$ cat config.mk
export PLATFORM = sky130hd
export DESIGN_NAME = pwm_3ph_deadtime
export DESIGN_NICKNAME = d
export VERILOG_FILES = /design/src/rtl/pwm_3ph_deadtime.sv
export SDC_FILE = /design/constraint.sdc
export NUM_CORES = 1
export LEC_CHECK = 0
export BUFFER_PORTS_ARGS = -buffer_cell sky130_fd_sc_hd__buf_2
export CORE_ASPECT_RATIO = 1.5
export CORE_MARGIN = 3
export CORE_UTILIZATION = 35
export CTS_CLUSTER_DIAMETER = 50
export DETAILED_ROUTE_END_ITERATION = 7
export HOLD_SLACK_MARGIN = 0.06
export PLACE_DENSITY = 0.49
export SYNTH_ARGS = -nofsm -noshare
export SYNTH_HDL_FRONTEND = slang
export SYNTH_SLANG_ARGS = --single-unit
export TNS_END_PERCENT = 30
$ cat constraint.sdc
create_clock -name clk -period 5.2 [get_ports clk]
set_input_delay 0.52 -clock clk [delete_from_list [all_inputs] [get_ports clk]]
set_output_delay 0.52 -clock clk [all_outputs]
set_load 0.005 [all_outputs]
$ cat src/rtl/pwm_3ph_deadtime.sv
// Three-phase complementary PWM generator. A shared edge- or center-aligned counter
// feeds per-channel comparators, and dead time is inserted on every raw-state change.
module pwm_3ph_deadtime #(
  parameter int CW  = 10,
  parameter int DTW = 6,
  parameter int NCH = 3
) (
  input  logic              clk,
  input  logic              reset,
  input  logic              enable,
  input  logic [CW-1:0]     period,
  input  logic [NCH*CW-1:0] duty,
  input  logic [DTW-1:0]    deadtime,
  input  logic              center_mode,
  input  logic              load,
  output logic [NCH-1:0]    pwm_hi,
  output logic [NCH-1:0]    pwm_lo,
  output logic              period_start,
  output logic              load_ack
);

  logic [CW-1:0]     pend_period, act_period;
  logic [NCH*CW-1:0] pend_duty, act_duty;
  logic [DTW-1:0]    pend_dt, act_dt;
  logic              pend_center, act_center;
  logic              pend_valid;

  logic [CW-1:0]     counter, counter_nxt;
  logic              dir_down, dir_nxt;
  logic [NCH-1:0]    raw, raw_nxt;
  logic [NCH-1:0]    seen;
  logic [DTW-1:0]    dt_cnt [NCH];

  logic              boundary, apply;
  logic [CW-1:0]     eff_period;
  logic [NCH*CW-1:0] eff_duty;
  logic              eff_center;

  // On the boundary edge that applies the pending set, the new values already
  // steer the counter step and the compare, so the new period starts cleanly.
  always_comb begin
    boundary    = enable && (counter == '0);
    apply       = boundary && pend_valid;
    eff_period  = apply ? pend_period : act_period;
    eff_duty    = apply ? pend_duty   : act_duty;
    eff_center  = apply ? pend_center : act_center;
    counter_nxt = counter;
    dir_nxt     = 1'b0;
    raw_nxt     = '0;
    if (!eff_center) begin
      counter_nxt = (counter >= eff_period) ? '0 : counter + 1'b1;
    end else if (dir_down && (counter != '0)) begin
      counter_nxt = counter - 1'b1;
      dir_nxt     = (counter != CW'(1));
    end else if (counter >= eff_period) begin
      counter_nxt = (eff_period == '0) ? '0 : counter - 1'b1;
      dir_nxt     = (eff_period != '0);
    end else begin
      counter_nxt = counter + 1'b1;
    end
    for (int i = 0; i < NCH; i++) begin
      raw_nxt[i] = (eff_period != '0) && (counter < eff_duty[i*CW +: CW]);
    end
  end

  always_ff @(posedge clk or posedge reset) begin
    if (reset) begin
      pend_period  <= '0;
      pend_duty    <= '0;
      pend_dt      <= '0;
      pend_center  <= 1'b0;
      pend_valid   <= 1'b0;
      act_period   <= '0;
      act_duty     <= '0;
      act_dt       <= '0;
      act_center   <= 1'b0;
      counter      <= '0;
      dir_down     <= 1'b0;
      raw          <= '0;
      period_start <= 1'b0;
      load_ack     <= 1'b0;
    end else begin
      if (load) begin
        pend_period <= period;
        pend_duty   <= duty;
        pend_dt     <= deadtime;
        pend_center <= center_mode;
      end
      if (apply) begin
        act_period <= pend_period;
        act_duty   <= pend_duty;
        act_dt     <= pend_dt;
        act_center <= pend_center;
      end
      pend_valid   <= load | (pend_valid & ~apply);
      load_ack     <= apply;
      period_start <= boundary;
      if (enable) begin
        counter  <= counter_nxt;
        dir_down <= dir_nxt;
        raw      <= raw_nxt;
      end else begin
        counter  <= '0;
        dir_down <= 1'b0;
        raw      <= '0;
      end
    end
  end

  // Any raw change (even inside a running window) restarts the dead-time count;
  // only once it expires is the side matching the latest raw state driven.
  always_ff @(posedge clk or posedge reset) begin
    if (reset) begin
      seen   <= '0;
      pwm_hi <= '0;
      pwm_lo <= '0;
      for (int i = 0; i < NCH; i++) dt_cnt[i] <= '0;
    end else begin
      for (int i = 0; i < NCH; i++) begin
        if (!enable) begin
          seen[i]   <= 1'b0;
          dt_cnt[i] <= '0;
          pwm_hi[i] <= 1'b0;
          pwm_lo[i] <= 1'b0;
        end else if (raw[i] != seen[i]) begin
          seen[i] <= raw[i];
          if (act_dt == '0) begin
            dt_cnt[i] <= '0;
            pwm_hi[i] <= raw[i];
            pwm_lo[i] <= ~raw[i];
          end else begin
            dt_cnt[i] <= act_dt;
            pwm_hi[i] <= 1'b0;
            pwm_lo[i] <= 1'b0;
          end
        end else if (dt_cnt[i] > DTW'(1)) begin
          dt_cnt[i] <= dt_cnt[i] - 1'b1;
          pwm_hi[i] <= 1'b0;
          pwm_lo[i] <= 1'b0;
        end else begin
          dt_cnt[i] <= '0;
          pwm_hi[i] <= seen[i];
          pwm_lo[i] <= ~seen[i];
        end
      end
    end
  end

endmodule

==> results.yml <==
synth:
  synth_flop_cell: "dfrtp_1"
  yosysTopAreaCell: "dfrtp_1"
  synth_edf_count: 0
  synth_top_area_share_pct: 48.9
  syn-cell-area_um2: 7060
  synth_seq_cells: 138
  ys_top_cells_by_area: "dfrtp_1 49%, mux2_2 9.4%, ha_1 8.3%, mux2i_1 5.0%, inv_1 3.0%"
  yosysWarnings: 0
  synth-seq-area-share_pct: 48.9
  syn_area_per_cell_um2: 11.2
  synth_nets: 727
  synthArstFlopShare_pct: 100
  synth_cell_types: 50
  synthCells: 629
floorplan:
  die_area_um2: 21900
  fp.dieH_um: 180
  start_util_pct: 35.7
  io_pins: 59
  rows: 63
  core_area_um2: 19800
  fp.dieW_um: 122
place:
  dpl_worst_slack_ns: 1.37
  place.gp.congestion: 0.823
  io_buffers: 58
  post-dp-hpwl_um: 11600
timing:
  slew_headroom_pct: 26.1
  drv_slew: 0
  min_period_ns: 3.87
  max_freq_mhz: 259
  finalCritPeriodShare_pct: 74.3
  skew_ns: 0.00669
  setup_viol_count_final: 0
  timing.setup.tns_ns: 0
  layout_setup_ws_ns: 1.33
  worst_pin_slew_ns: 1.11
  hold_violations: 0
  rsz0062_at_grt: "no"
  fin_hold_ws_ns: 0.259
route:
  drc_errors: 0
  m1WireLength_um: 6490
  dr_wl_met3_um: 567
  totalWireLength_um: 16100
  drt-wirelength-per-cell_um: 16.8
  dr.pass1.iters: 4
  routed_via_density: 5.09
  highest_layer: "met4"
  dr_wl_met2_um: 8570
  first_iter_violations: 297
  vias: 4857
  drtAntennaViolNets: 0
clocking:
  cts_resized: 0
  cts_inserted_buffers: 17
  clk_latency_ns: 0.42
  cts_sinks: 138
  cts_tree: "done"
  clock_path_buffers: 2
  root_buffer: "clkbuf_16"
  cts_setup_buffers: 0
  ctsHoldBuffers: 0
  htree_levels: 4
  clkSlewWorstSetupHoldPaths_ns: 0.06
grt:
  grt_pass1_wl_um: 27100
  grt_max_degree: 90
  antenna_found_initial: 0
  track_usage_pct: 15.8
  overflow: 0
  grt_pass1_vias: 5274
setup_path:
  arrival_ns: 4.17
  crit_path_end_kind: "flip-flop"
  cp.required_ns: 5.51
  critPathLaunchType: "flip-flop"
  cp_max_fo: 12
  worstSetupPathType: "reg2reg"
cells_and_area:
  nFillCells: 1910
  drive_above_1_share_pct: 23.1
  final_cell_mix: "138 x dfrtp_1, 59 x mux2_2, 58 x buf_2"
  layout.nets: 781
  antenna_cells: 0
  syn_to_final_growth_pct: 15.6
  layout_commonest_cell: "dfrtp_1"
power_and_ir_drop:
  power_density_nw_per_um2: 473
  power.leakage_nw: 4.05
  vdd_ir_drop_max_v: 0.000249
hold_path:
  hp-class: "in2async"
status:
  status: "complete, no violations"
run:
  drv_cap: 0
## per-stage QoR
step           power (mW)  cell area [um2]  std cells  util [%]
6_report             3.86             8160        954      41.2
4_1_cts              3.92             8160        954      41.2
2_1_floorplan        2.38             7060        629         -
5_1_grt              4.17             8160        954      41.2
3_5_place_dp         2.72             7590        924      38.4
3_3_place_gp         2.67             7590        924      38.4
## state kept, by name (all words and copies together), names as in the netlist
name          count
pwm_hi            3
act_dt            6
pend_dt           6
counter          10
dir_down          1
pend_period      10
act_duty         30
pwm_lo            3
act_period       10
seen              3
act_center        1
pend_center       1
raw               3
dt_cnt           18
load_ack          1
pend_valid        1
pend_duty        30
period_start      1
## cell usage after synthesis (2+ instances only)
library cell,n
o31ai_1,5
xor2_1,14
nor2_1,27
o21ai_0,6
nand3_1,10
buf_4,2
nor4_4,2
mux2i_1,35
o211ai_1,4
or4_1,8
and2_1,4
o311a_1,3
a2111oi_0,2
a211oi_1,2
nor3_1,23
and3_1,2
and4_1,3
a21o_1,13
dfrtp_1,138
inv_2,4
a22oi_1,10
mux2_2,59
nand4_1,16
buf_2,5
inv_1,56
a211o_1,2
buf_1,2
nand2b_1,8
a31oi_1,4
nand2_1,19
clkbuf_1,17
nor2b_1,12
o21bai_1,4
ha_1,47
a21oi_1,35
xnor2_1,7
nor4_1,6
## cell type report
type	count	area, um2	share of cell area (%)
repair buffers	61	313	3.83
clock buffers	20	447	5.48
well taps	260	325	3.99
flip-flops and latches	138	3450	42.3
multi-input cells	404	3260	40.0
inverters	61	234	2.87
clock inverters	10	121	1.49
## worst paths after layout
kind	start	to	slack [ns]	cells past startpoint
max in group asynchronous	reset	act_duty[13]	3.78	3
worst min register to register	raw[1]	pwm_lo[1]	0.50	1
min in group clk	period[7]	pend_period[7]	0.33	2
worst max register to register	counter[5]	counter[8]	1.33	11
worst max-delay path	counter[5]	counter[8]	1.33	11
worst min-delay path	reset	dt_cnt[0]	0.26	2
## layer usage
metal	vias to the layer above	global-route usage (%)
met4	0	6.46
met3	28	3.59
met1	2389	18.4
li1	2340	-
met5	-	0
met2	100	27.5
## critical path: stages, from the launching register on
cell and delay, ns:
dfrtp_1 0.59, or4_1 0.70, nor3_1 0.51, nand2_1 0.11, nand2_1 0.12, inv_2 0.04
ha_1 0.30, a21oi_1 0.18, o21ai_0 0.14, a211oi_1 0.72, a22oi_1 0.15, a21oi_1 0.19
## power by group
part,internal (mW),total [mW],switching [mW],leakage [nW]
Sequential,1.36,1.56,0.199,1.69
Clock,0.715,1.17,0.457,0.276
Combinational,0.486,1.12,0.635,2.09
Total,2.56,3.86,1.29,4.05
## cells by family after synthesis
family / synth area share (%)
mux: 14.9
fa+ha+maj: 8.33
compound gates: 9.31
flops: 48.9
simple gates: 11.1
xor+xnor: 2.61
buf+inv: 4.82
No activity file was read; power rests on OpenSTA's default activity.
